$ cat src/rtl/or1200_ibarb_if.sv
// Bundle of requester, shared instruction bus and status signals for or1200_ibarb.
// slave: arbiter side; master: requesters / bus environment side.
interface or1200_ibarb_if;
    logic [31:0] f_adr_i;
    logic        f_cyc_i;
    logic        f_ack_o;
    logic        f_err_o;
    logic [31:0] d_adr_i;
    logic        d_cyc_i;
    logic        d_ack_o;
    logic        d_err_o;
    logic [31:0] b_adr_o;
    logic        b_cyc_o;
    logic [31:0] b_dat_i;
    logic        b_ack_i;
    logic        b_err_i;
    logic [3:0]  b_tag_i;
    logic [31:0] dat_o;
    logic [3:0]  tag_o;
    logic [1:0]  owner_o;

    modport slave (
        input  f_adr_i, f_cyc_i, d_adr_i, d_cyc_i,
        input  b_dat_i, b_ack_i, b_err_i, b_tag_i,
        output f_ack_o, f_err_o, d_ack_o, d_err_o,
        output b_adr_o, b_cyc_o, dat_o, tag_o, owner_o
    );

    modport master (
        output f_adr_i, f_cyc_i, d_adr_i, d_cyc_i,
        output b_dat_i, b_ack_i, b_err_i, b_tag_i,
        input  f_ack_o, f_err_o, d_ack_o, d_err_o,
        input  b_adr_o, b_cyc_o, dat_o, tag_o, owner_o
    );
endinterface

$ cat src/rtl/or1200_ibarb.sv
// Round-robin arbiter between fetch and debug requesters on a shared instruction bus.
// Optional bus watchdog: define OR1200_IBARB_TIMEOUT_EN.
module or1200_ibarb #(
    parameter logic [7:0] TIMEOUT_CYCLES = 8'd255
) (
    input  logic             clk,
    input  logic             rst,
    or1200_ibarb_if.slave    bus
);

    localparam int unsigned ADR_W = 32;
    localparam logic [3:0]  TAG_BE = 4'hb;

    typedef enum logic [1:0] {
        IDLE  = 2'b00,
        OWN_F = 2'b01,
        OWN_D = 2'b10
    } state_t;

    state_t r_state;
    state_t w_next;
    // Set when debug holds the turn on the next tie; clear after reset so fetch wins first.
    logic   r_last_d;
    logic   w_last_d_nxt;
    logic   w_timeout;

`ifdef OR1200_IBARB_TIMEOUT_EN
    logic [7:0] r_wdog;

    // Watchdog: cleared while idle, counts owned cycles that see no ack/err.
    always_ff @(posedge clk) begin
        if (rst) begin
            r_wdog <= 8'd0;
        end else if (r_state == IDLE) begin
            r_wdog <= 8'd0;
        end else if (!(bus.b_ack_i || bus.b_err_i)) begin
            r_wdog <= r_wdog + 8'd1;
        end
    end

    assign w_timeout = (r_state != IDLE) && (r_wdog == TIMEOUT_CYCLES);
`else
    assign w_timeout = 1'b0;
`endif

    always_ff @(posedge clk) begin
        if (rst) begin
            r_state  <= IDLE;
            r_last_d <= 1'b0;
        end else begin
            r_state  <= w_next;
            r_last_d <= w_last_d_nxt;
        end
    end

    always_comb begin
        w_next       = r_state;
        w_last_d_nxt = r_last_d;
        bus.b_cyc_o  = 1'b0;
        bus.b_adr_o  = ADR_W'(0);
        bus.f_ack_o  = 1'b0;
        bus.f_err_o  = 1'b0;
        bus.d_ack_o  = 1'b0;
        bus.d_err_o  = 1'b0;
        bus.dat_o    = bus.b_dat_i;
        bus.tag_o    = bus.b_tag_i;
        bus.owner_o  = r_state;

        unique case (r_state)
            IDLE: begin
                if (bus.f_cyc_i && bus.d_cyc_i) begin
                    if (r_last_d) begin
                        w_next       = OWN_D;
                        w_last_d_nxt = 1'b0;
                    end else begin
                        w_next       = OWN_F;
                        w_last_d_nxt = 1'b1;
                    end
                end else if (bus.f_cyc_i) begin
                    w_next       = OWN_F;
                    w_last_d_nxt = 1'b1;
                end else if (bus.d_cyc_i) begin
                    w_next       = OWN_D;
                    w_last_d_nxt = 1'b0;
                end
            end

            OWN_F: begin
                bus.b_adr_o = bus.f_adr_i & 32'hFFFF_FFFC;
                if (!bus.f_cyc_i) begin
                    w_next = IDLE;
                end else if (w_timeout) begin
                    bus.f_err_o = 1'b1;
                    bus.tag_o   = TAG_BE;
                    w_next      = IDLE;
                end else begin
                    bus.b_cyc_o = 1'b1;
                    bus.f_ack_o = bus.b_ack_i;
                    bus.f_err_o = bus.b_err_i & ~bus.b_ack_i;
                    if (bus.b_ack_i || bus.b_err_i) begin
                        w_next = IDLE;
                    end
                end
            end

            OWN_D: begin
                bus.b_adr_o = bus.d_adr_i & 32'hFFFF_FFFC;
                if (!bus.d_cyc_i) begin
                    w_next = IDLE;
                end else if (w_timeout) begin
                    bus.d_err_o = 1'b1;
                    bus.tag_o   = TAG_BE;
                    w_next      = IDLE;
                end else begin
                    bus.b_cyc_o = 1'b1;
                    bus.d_ack_o = bus.b_ack_i;
                    bus.d_err_o = bus.b_err_i & ~bus.b_ack_i;
                    if (bus.b_ack_i || bus.b_err_i) begin
                        w_next = IDLE;
                    end
                end
            end

            default: begin
                w_next = IDLE;
            end
        endcase
    end

endmodule

$ cat src/flat_wrapper.sv
// flat-port wrapper written by rule: the top's interface ports become plain ports
module or1200_ibarb_flat 
#(
    parameter logic [7:0] TIMEOUT_CYCLES = 8'd255
)
  (clk, rst, bus_f_adr_i, bus_f_cyc_i, bus_d_adr_i, bus_d_cyc_i, bus_b_dat_i, bus_b_ack_i, bus_b_err_i, bus_b_tag_i, bus_f_ack_o, bus_f_err_o, bus_d_ack_o, bus_d_err_o, bus_b_adr_o, bus_b_cyc_o, bus_dat_o, bus_tag_o, bus_owner_o);
  or1200_ibarb_if bus_i ();
  input  logic clk;
  input  logic rst;
  input wire logic [$bits(bus_i.f_adr_i)-1:0] bus_f_adr_i;
  input wire logic [$bits(bus_i.f_cyc_i)-1:0] bus_f_cyc_i;
  input wire logic [$bits(bus_i.d_adr_i)-1:0] bus_d_adr_i;
  input wire logic [$bits(bus_i.d_cyc_i)-1:0] bus_d_cyc_i;
  input wire logic [$bits(bus_i.b_dat_i)-1:0] bus_b_dat_i;
  input wire logic [$bits(bus_i.b_ack_i)-1:0] bus_b_ack_i;
  input wire logic [$bits(bus_i.b_err_i)-1:0] bus_b_err_i;
  input wire logic [$bits(bus_i.b_tag_i)-1:0] bus_b_tag_i;
  output wire logic [$bits(bus_i.f_ack_o)-1:0] bus_f_ack_o;
  output wire logic [$bits(bus_i.f_err_o)-1:0] bus_f_err_o;
  output wire logic [$bits(bus_i.d_ack_o)-1:0] bus_d_ack_o;
  output wire logic [$bits(bus_i.d_err_o)-1:0] bus_d_err_o;
  output wire logic [$bits(bus_i.b_adr_o)-1:0] bus_b_adr_o;
  output wire logic [$bits(bus_i.b_cyc_o)-1:0] bus_b_cyc_o;
  output wire logic [$bits(bus_i.dat_o)-1:0] bus_dat_o;
  output wire logic [$bits(bus_i.tag_o)-1:0] bus_tag_o;
  output wire logic [$bits(bus_i.owner_o)-1:0] bus_owner_o;
  assign bus_i.f_adr_i = bus_f_adr_i;
  assign bus_i.f_cyc_i = bus_f_cyc_i;
  assign bus_i.d_adr_i = bus_d_adr_i;
  assign bus_i.d_cyc_i = bus_d_cyc_i;
  assign bus_i.b_dat_i = bus_b_dat_i;
  assign bus_i.b_ack_i = bus_b_ack_i;
  assign bus_i.b_err_i = bus_b_err_i;
  assign bus_i.b_tag_i = bus_b_tag_i;
  assign bus_f_ack_o = bus_i.f_ack_o;
  assign bus_f_err_o = bus_i.f_err_o;
  assign bus_d_ack_o = bus_i.d_ack_o;
  assign bus_d_err_o = bus_i.d_err_o;
  assign bus_b_adr_o = bus_i.b_adr_o;
  assign bus_b_cyc_o = bus_i.b_cyc_o;
  assign bus_dat_o = bus_i.dat_o;
  assign bus_tag_o = bus_i.tag_o;
  assign bus_owner_o = bus_i.owner_o;
  or1200_ibarb #(.TIMEOUT_CYCLES(TIMEOUT_CYCLES)) u_core (.clk(clk), .rst(rst), .bus(bus_i));
endmodule
$ cat config.mk
export PLATFORM = sky130hd
export DESIGN_NAME = or1200_ibarb_flat
export DESIGN_NICKNAME = d
export VERILOG_FILES = /design/src/rtl/or1200_ibarb_if.sv /design/src/rtl/or1200_ibarb.sv /design/src/flat_wrapper.sv
export SDC_FILE = /design/constraint.sdc
export NUM_CORES = 1
export LEC_CHECK = 0
export ABC_AREA = 1
export CAP_MARGIN = 30
export CORE_ASPECT_RATIO = 1.25
export CORE_UTILIZATION = 20
export CTS_CLUSTER_DIAMETER = 60
export CTS_CLUSTER_SIZE = 40
export DETAILED_ROUTE_END_ITERATION = 10
export PLACE_DENSITY = 0.82
export SYNTH_ARGS = -nofsm -noshare
export SYNTH_HDL_FRONTEND = slang
export SYNTH_SLANG_ARGS = --single-unit
$ cat constraint.sdc
create_clock -name clk -period 1.55 [get_ports clk]
set_clock_uncertainty 0.1 [all_clocks]
set_input_delay 0.2325 -clock clk [delete_from_list [all_inputs] [get_ports clk]]
set_output_delay 0.2325 -clock clk [all_outputs]
set_load 0.02 [all_outputs]
==> results of run 1 <==
## through the flow
stage / power (mW) / hold slack [ns] / utilization [%] / worst slack, ns / cell area [um2]
global placement: 0.9101 / 0.3548 / 48.62 / -0.4447 / 2185
floorplan: 0.6715 / 0.1942 / - / -0.05006 / 1309
detailed placement: 0.9180 / 0.3612 / 48.62 / -0.4833 / 2185
CTS: 1.380 / 0.3647 / 56.03 / -0.2690 / 2517
finish: 1.372 / 0.3642 / 57.56 / -0.1620 / 2586
global route: 1.445 / 0.3650 / 57.56 / -0.2245 / 2586
## layout by cell type (no fill, tap or decap), types with 3 or more instances in the layout
cell / count
a21oi_1: 3
a21oi_4: 30
buf_12: 8
buf_4: 7
buf_6: 35
clkbuf_8: 3
clkdlybuf4s50_1: 65
ha_4: 3
nand2_1: 49
nand2_2: 22
nand3_1: 3
## path summary, 6_finish.rpt
kind                                 startpoint                                  to  slack, ns
max          u_core.bus.owner_o[1]$_SDFFE_PP0P_                      bus_b_adr_o[6]      -0.16
min                u_core.r_last_d$_SDFFE_PP0P_        u_core.r_last_d$_SDFFE_PP0P_       0.36
max reg2reg  u_core.bus.owner_o[1]$_SDFFE_PP0P_  u_core.bus.owner_o[0]$_SDFFE_PP0P_       0.08
min reg2reg        u_core.r_last_d$_SDFFE_PP0P_        u_core.r_last_d$_SDFFE_PP0P_       0.36
## per-layer routing
metal,vias up,GRT usage (%)
met4,0,8.409
met1,651,15.84
met5,-,0
li1,678,-
met2,71,31.06
met3,19,3.305
## worst max-delay path, cell delays in order, from the launching register on
cell     delay [ns]
dfxtp_4        0.36
buf_6          0.10
ha_4           0.20
buf_12         0.15
nand2_1        0.09
a21oi_4        0.13
buf_6          0.13
## repair_timing
action / CTS / global route
setup buffers: 4 / 0
gates cloned: 3 / 1
pin swaps: 4 / 2
gates resized for setup: 238 / 34
endpoints found under the setup margin: 37 / 37
## cells by family (layout without fill, tap and decap cells)
| kind of cell | count (synthesis) | in the layout |
|---|---|---|
| flip-flops | 3 | 3 |
| AO/OA/AOI/OAI | 35 | 35 |
| AND/OR/NAND/NOR | 84 | 84 |
| adder cells (fa/ha/maj) | 4 | 4 |
| buffers and inverters | 51 | 127 |
| other | 1 | 2 |
## flip-flops by register name, indices dropped and copies added (netlist names)
register            cells
u_core.bus.owner_o      2
u_core.r_last_d         1
## final cells by class
class | count | area [um2]
repair buffers | 119 | 1328
inverters | 4 | 27.53
fillers | 400 | 1907
flip-flops and latches | 3 | 67.56
clock buffers | 4 | 45.04
multi-input cells | 125 | 1046
well taps | 58 | 72.57
## report_power, final
part           switching [mW]  total (mW)  internal (mW)
clock network          0.0519       0.227          0.175
logic                   0.518        1.05          0.530
registers             0.00937      0.0964         0.0870
total                   0.580        1.37          0.793
==> flow_summary.json, run 1 <==
{
  "synth_flop_cell": "dfxtp_1",
  "met3_length_um": 299,
  "gp_congestion": 0.7035,
  "netlist_area_um2": 953.4,
  "cts_tree": "built",
  "synthAdderAreaFrac_pct": 5.249,
  "rsz0062_at_grt": "true",
  "required_ns": 1.22,
  "grt_start_max_net_pins": 19,
  "synth_common_cells": "nand2_1, buf_4, a21oi_1, buf_2, nor2_1",
  "clk_latency_ns": 0.22,
  "synthCells": 178,
  "drc": 0,
  "status": "complete, but fails checks",
  "setup_ws_ns": -0.1620,
  "drive_gt1_share_pct": 48.63,
  "die_h_um": 79.20,
  "final_cells": 313,
  "area_growth_pct": 171.3,
  "port_buffers": 102,
  "yosysUniqueCellTypes": 13,
  "drv_slew": 0,
  "vias": 1419,
  "setup_viol": 35,
  "insertedDiodeCount": 0,
  "first_pass_iters": 4,
  "cp_max_fo": 8,
  "dp.cells": 303,
  "p_leak_nw": 0.8966,
  "async_flop_share_pct": 0,
  "cts_sinks": 3,
  "synth_top_cell_area_share_pct": 29.92,
  "die_w_um": 63.76,
  "hold_viol_final": 0,
  "max-cap-violations": 0,
  "antenna_found_initial": 0,
  "track_usage_pct": 16.12,
  "hold_depth": 2,
  "rows": 27,
  "dieArea_um2": 5049,
  "violations": "negative setup slack",
  "synth_edf_count": 0,
  "worstSetupStartpointType": "flop",
  "grt_pass1_wl_um": 6458,
  "via_per_inst": 4.534,
  "yosys.area.top_type": "buf_4",
  "synth_top_family_by_area": "buffers and inverters",
  "htreeDepth": 1,
  "p_per_area_nw_per_um2": 530.6,
  "path_clk_slew_ns": 0.03,
  "avgSynthCellArea_um2": 5.356,
  "start_util_pct": 21.22,
  "yosys_register_bits": 3,
  "synth-xor-area-share_pct": 0,
  "period_needed_ns": 1.712,
  "cts_buffer_depth": 2,
  "ant_nets": 0,
  "rr_worst_depth": 9,
  "io_pins": 181,
  "critical_path_arrival_ns": 1.38,
  "synthTopCellsByArea": "buf_4, nand2_1, a21oi_1, dfxtp_1, ha_1",
  "wl_per_cell_um": 13.86,
  "yosysWarningCount": 0,
  "synth.most_common_cell": "nand2_1",
  "drt_iter0_markers": 38,
  "synth_mux_area_share_pct": 0,
  "fin_nets": 366,
  "grt_overflow": 0,
  "cts-root-buf": "clkbuf_8",
  "synthSimpleGateAreaFrac_pct": 33.86,
  "setup_tns_ns": -4.884,
  "coreArea_um2": 4493,
  "critical_path_class": "reg -> out",
  "hold_class": "reg -> reg",
  "ir_drop_mv": 0.4769,
  "hpwl_um": 3074,
  "wl_um": 4337,
  "fin_crit_sh_pct": 110.5,
  "timing.fmax_mhz": 584.1,
  "synth_compound_area_share_pct": 18.37,
  "ys_seq_area_share_pct": 6.299,
  "grt_pass1_vias": 1398,
  "met2_length_um": 2415,
  "highest_layer": "met4",
  "cts_hold_repair.buffers": 0,
  "numCtsBuffers": 3,
  "end_kind": "primary output",
  "drt-met1-wl_um": 1491
}
Power figures use the tool's default switching activity.
==> run 2, diff against run 1 <==
--- a/config.mk
+++ b/config.mk
@@ -14,4 +14,5 @@
 export DETAILED_ROUTE_END_ITERATION = 10
 export PLACE_DENSITY = 0.82
+export SETUP_SLACK_MARGIN = 0.15
 export SYNTH_ARGS = -nofsm -noshare
 export SYNTH_HDL_FRONTEND = slang
==> constraint.sdc (replaced) <==
create_clock -name clk -period 1.55 [get_ports clk]
set_clock_uncertainty 0.1 [all_clocks]
set_input_delay 0.31 -clock clk [delete_from_list [all_inputs] [get_ports clk]]
set_output_delay 0.31 -clock clk [all_outputs]
set_load 0.02 [all_outputs]
==> run 2 against run 1 <==
The flow still finishes with violations (negative setup slack). Sequential power is 2% higher. Die area stayed put. Register-to-register slack better by 0.04 ns. Sequential cell count stayed put. Largest power group unchanged.
==> flow_summary.json, run 2 (same netlist as run 1, synthesis figures left out) <==
{
  "gp_congestion": 0.7409,
  "worstSetupStartpointType": "flop",
  "coreArea_um2": 4493,
  "seqPwrFrac_pct": 6.9,
  "hold_depth": 2,
  "postCtsSetupBuffers": 0,
  "die_h_um": 79.20,
  "status": "complete, but fails checks",
  "p_comb_share_pct": 77.2,
  "placed_area_um2": 2278,
  "setup_viol": 35,
  "area_growth_pct": 193.2,
  "fin_nets": 370,
  "hold_class": "reg -> reg",
  "p_switching_mw": 0.6229,
  "cp_max_fo": 10,
  "drv_slew": 0,
  "cts_tree": "built",
  "antenna_found_initial": 0,
  "io_pins": 181,
  "p_leak_nw": 1.032,
  "rsz0062_at_grt": "true",
  "start_util_pct": 21.22,
  "wl_um": 4652,
  "htreeDepth": 1,
  "swShare_pct": 43.87,
  "p_int_mw": 0.7970,
  "grt_pass1_wl_um": 6596,
  "drive_gt1_share_pct": 61.78,
  "grt_start_max_net_pins": 14,
  "rr_worst_depth": 9,
  "track_usage_pct": 16.36,
  "die_w_um": 63.76,
  "fin_area_um2": 2795,
  "final_common_cell": "clkdlybuf4s50_1",
  "ant_nets": 0,
  "numCtsBuffers": 3,
  "cts_sinks": 3,
  "cts_buffer_depth": 2,
  "critical_path_arrival_ns": 1.39,
  "dieArea_um2": 5049,
  "final_cell_mix": "clkdlybuf4s50_1, buf_6, nand2_2",
  "first_pass_iters": 4,
  "grt_pass1_vias": 1478,
  "ir_drop_mv": 0.6724,
  "port_buffers": 102,
  "setup_ws_ns": -0.2511,
  "cts_hold_repair.buffers": 0,
  "path_clk_slew_ns": 0.03,
  "violations": "negative setup slack",
  "period_needed_ns": 1.801,
  "p_per_area_nw_per_um2": 508.0,
  "drt_iter0_markers": 27,
  "max-cap-violations": 0,
  "timing.hold.ws_ns": 0.3727,
  "clkPwrFrac_pct": 15.9,
  "fillers": 377,
  "required_ns": 1.14,
  "drc": 0,
  "grt_overflow": 0,
  "clk_latency_ns": 0.22,
  "vias": 1433,
  "hpwl_um": 3208,
  "cts-root-buf": "clkbuf_8",
  "insertedDiodeCount": 0,
  "wl_per_cell_um": 14.68,
  "timing.fmax_mhz": 555.2,
  "fin_crit_sh_pct": 116.2,
  "critical_path_class": "reg -> out",
  "end_kind": "primary output",
  "hold_viol_final": 0,
  "rows": 27,
  "via_per_inst": 4.521,
  "largest_reg_flops": 2
}
[run 2: worst paths after layout]
path	startpoint	end	slack [ns]
setup / recovery	u_core.bus.owner_o[0]$_SDFFE_PP0P_	bus_b_adr_o[21]	-0.25
hold / removal	u_core.r_last_d$_SDFFE_PP0P_	u_core.r_last_d$_SDFFE_PP0P_	0.37
setup reg to reg	u_core.bus.owner_o[1]$_SDFFE_PP0P_	u_core.bus.owner_o[1]$_SDFFE_PP0P_	0.12
hold reg to reg	u_core.r_last_d$_SDFFE_PP0P_	u_core.r_last_d$_SDFFE_PP0P_	0.37
[run 2: per-layer routing]
metal	routed length [um]	vias to the layer above	global-route usage [%]
met5	0	-	0
met4	114	0	7.727
met3	296	20	1.724
met2	2724	66	32.02
met1	1517	661	16.95
li1	-	686	-
[run 2: stage by stage]
stage / TNS [ns] / setup slack, ns / std cells / power (mW) / utilization [%]
global placement: -19.00 / -0.6478 / 309 / 0.9576 / 50.71
global route: -9.283 / -0.3014 / 317 / 1.497 / 62.21
finish: -7.677 / -0.2511 / 317 / 1.420 / 62.21
CTS: -7.684 / -0.2517 / 315 / 1.276 / 54.80
floorplan: 0 / 0.02440 / 179 / 0.7659 / -
detailed placement: -19.62 / -0.6633 / 309 / 0.9725 / 50.71
[run 2: area by class of cell]
| class | count | area (um2) | area share [%] |
|---|---|---|---|
| timing repair buffer | 123 | 1353 | 48.39 |
| multi-input combinational | 125 | 1232 | 44.09 |
| tap | 58 | 72.57 | 2.596 |
| sequential | 3 | 67.56 | 2.417 |
| clock buffer | 4 | 45.04 | 1.611 |
| inverter | 4 | 25.02 | 0.8953 |
[run 2: worst max-delay path, cell delays in order, from the launching register on]
cell,delay [ns]
dfxtp_4,0.37
inv_4,0.05
ha_4,0.27
inv_6,0.05
buf_12,0.15
a21oi_4,0.14
buf_6,0.13
[run 2: timing repair]
item / CTS / global route
pin swaps: 2 / 12
cloned: 2 / 2
endpoints found under the setup margin: 39 / 38
resized for setup: 236 / 87
[run 2: power by group through the flow]
stage / logic [mW] / clock network [mW] / registers, mW
floorplan: 0.660 / 0 / 0.106
finish: 1.10 / 0.226 / 0.0982
global placement: 0.862 / 0 / 0.0961
detailed placement: 0.876 / 0 / 0.0970
global route: 1.16 / 0.241 / 0.0998
CTS: 0.946 / 0.231 / 0.0988
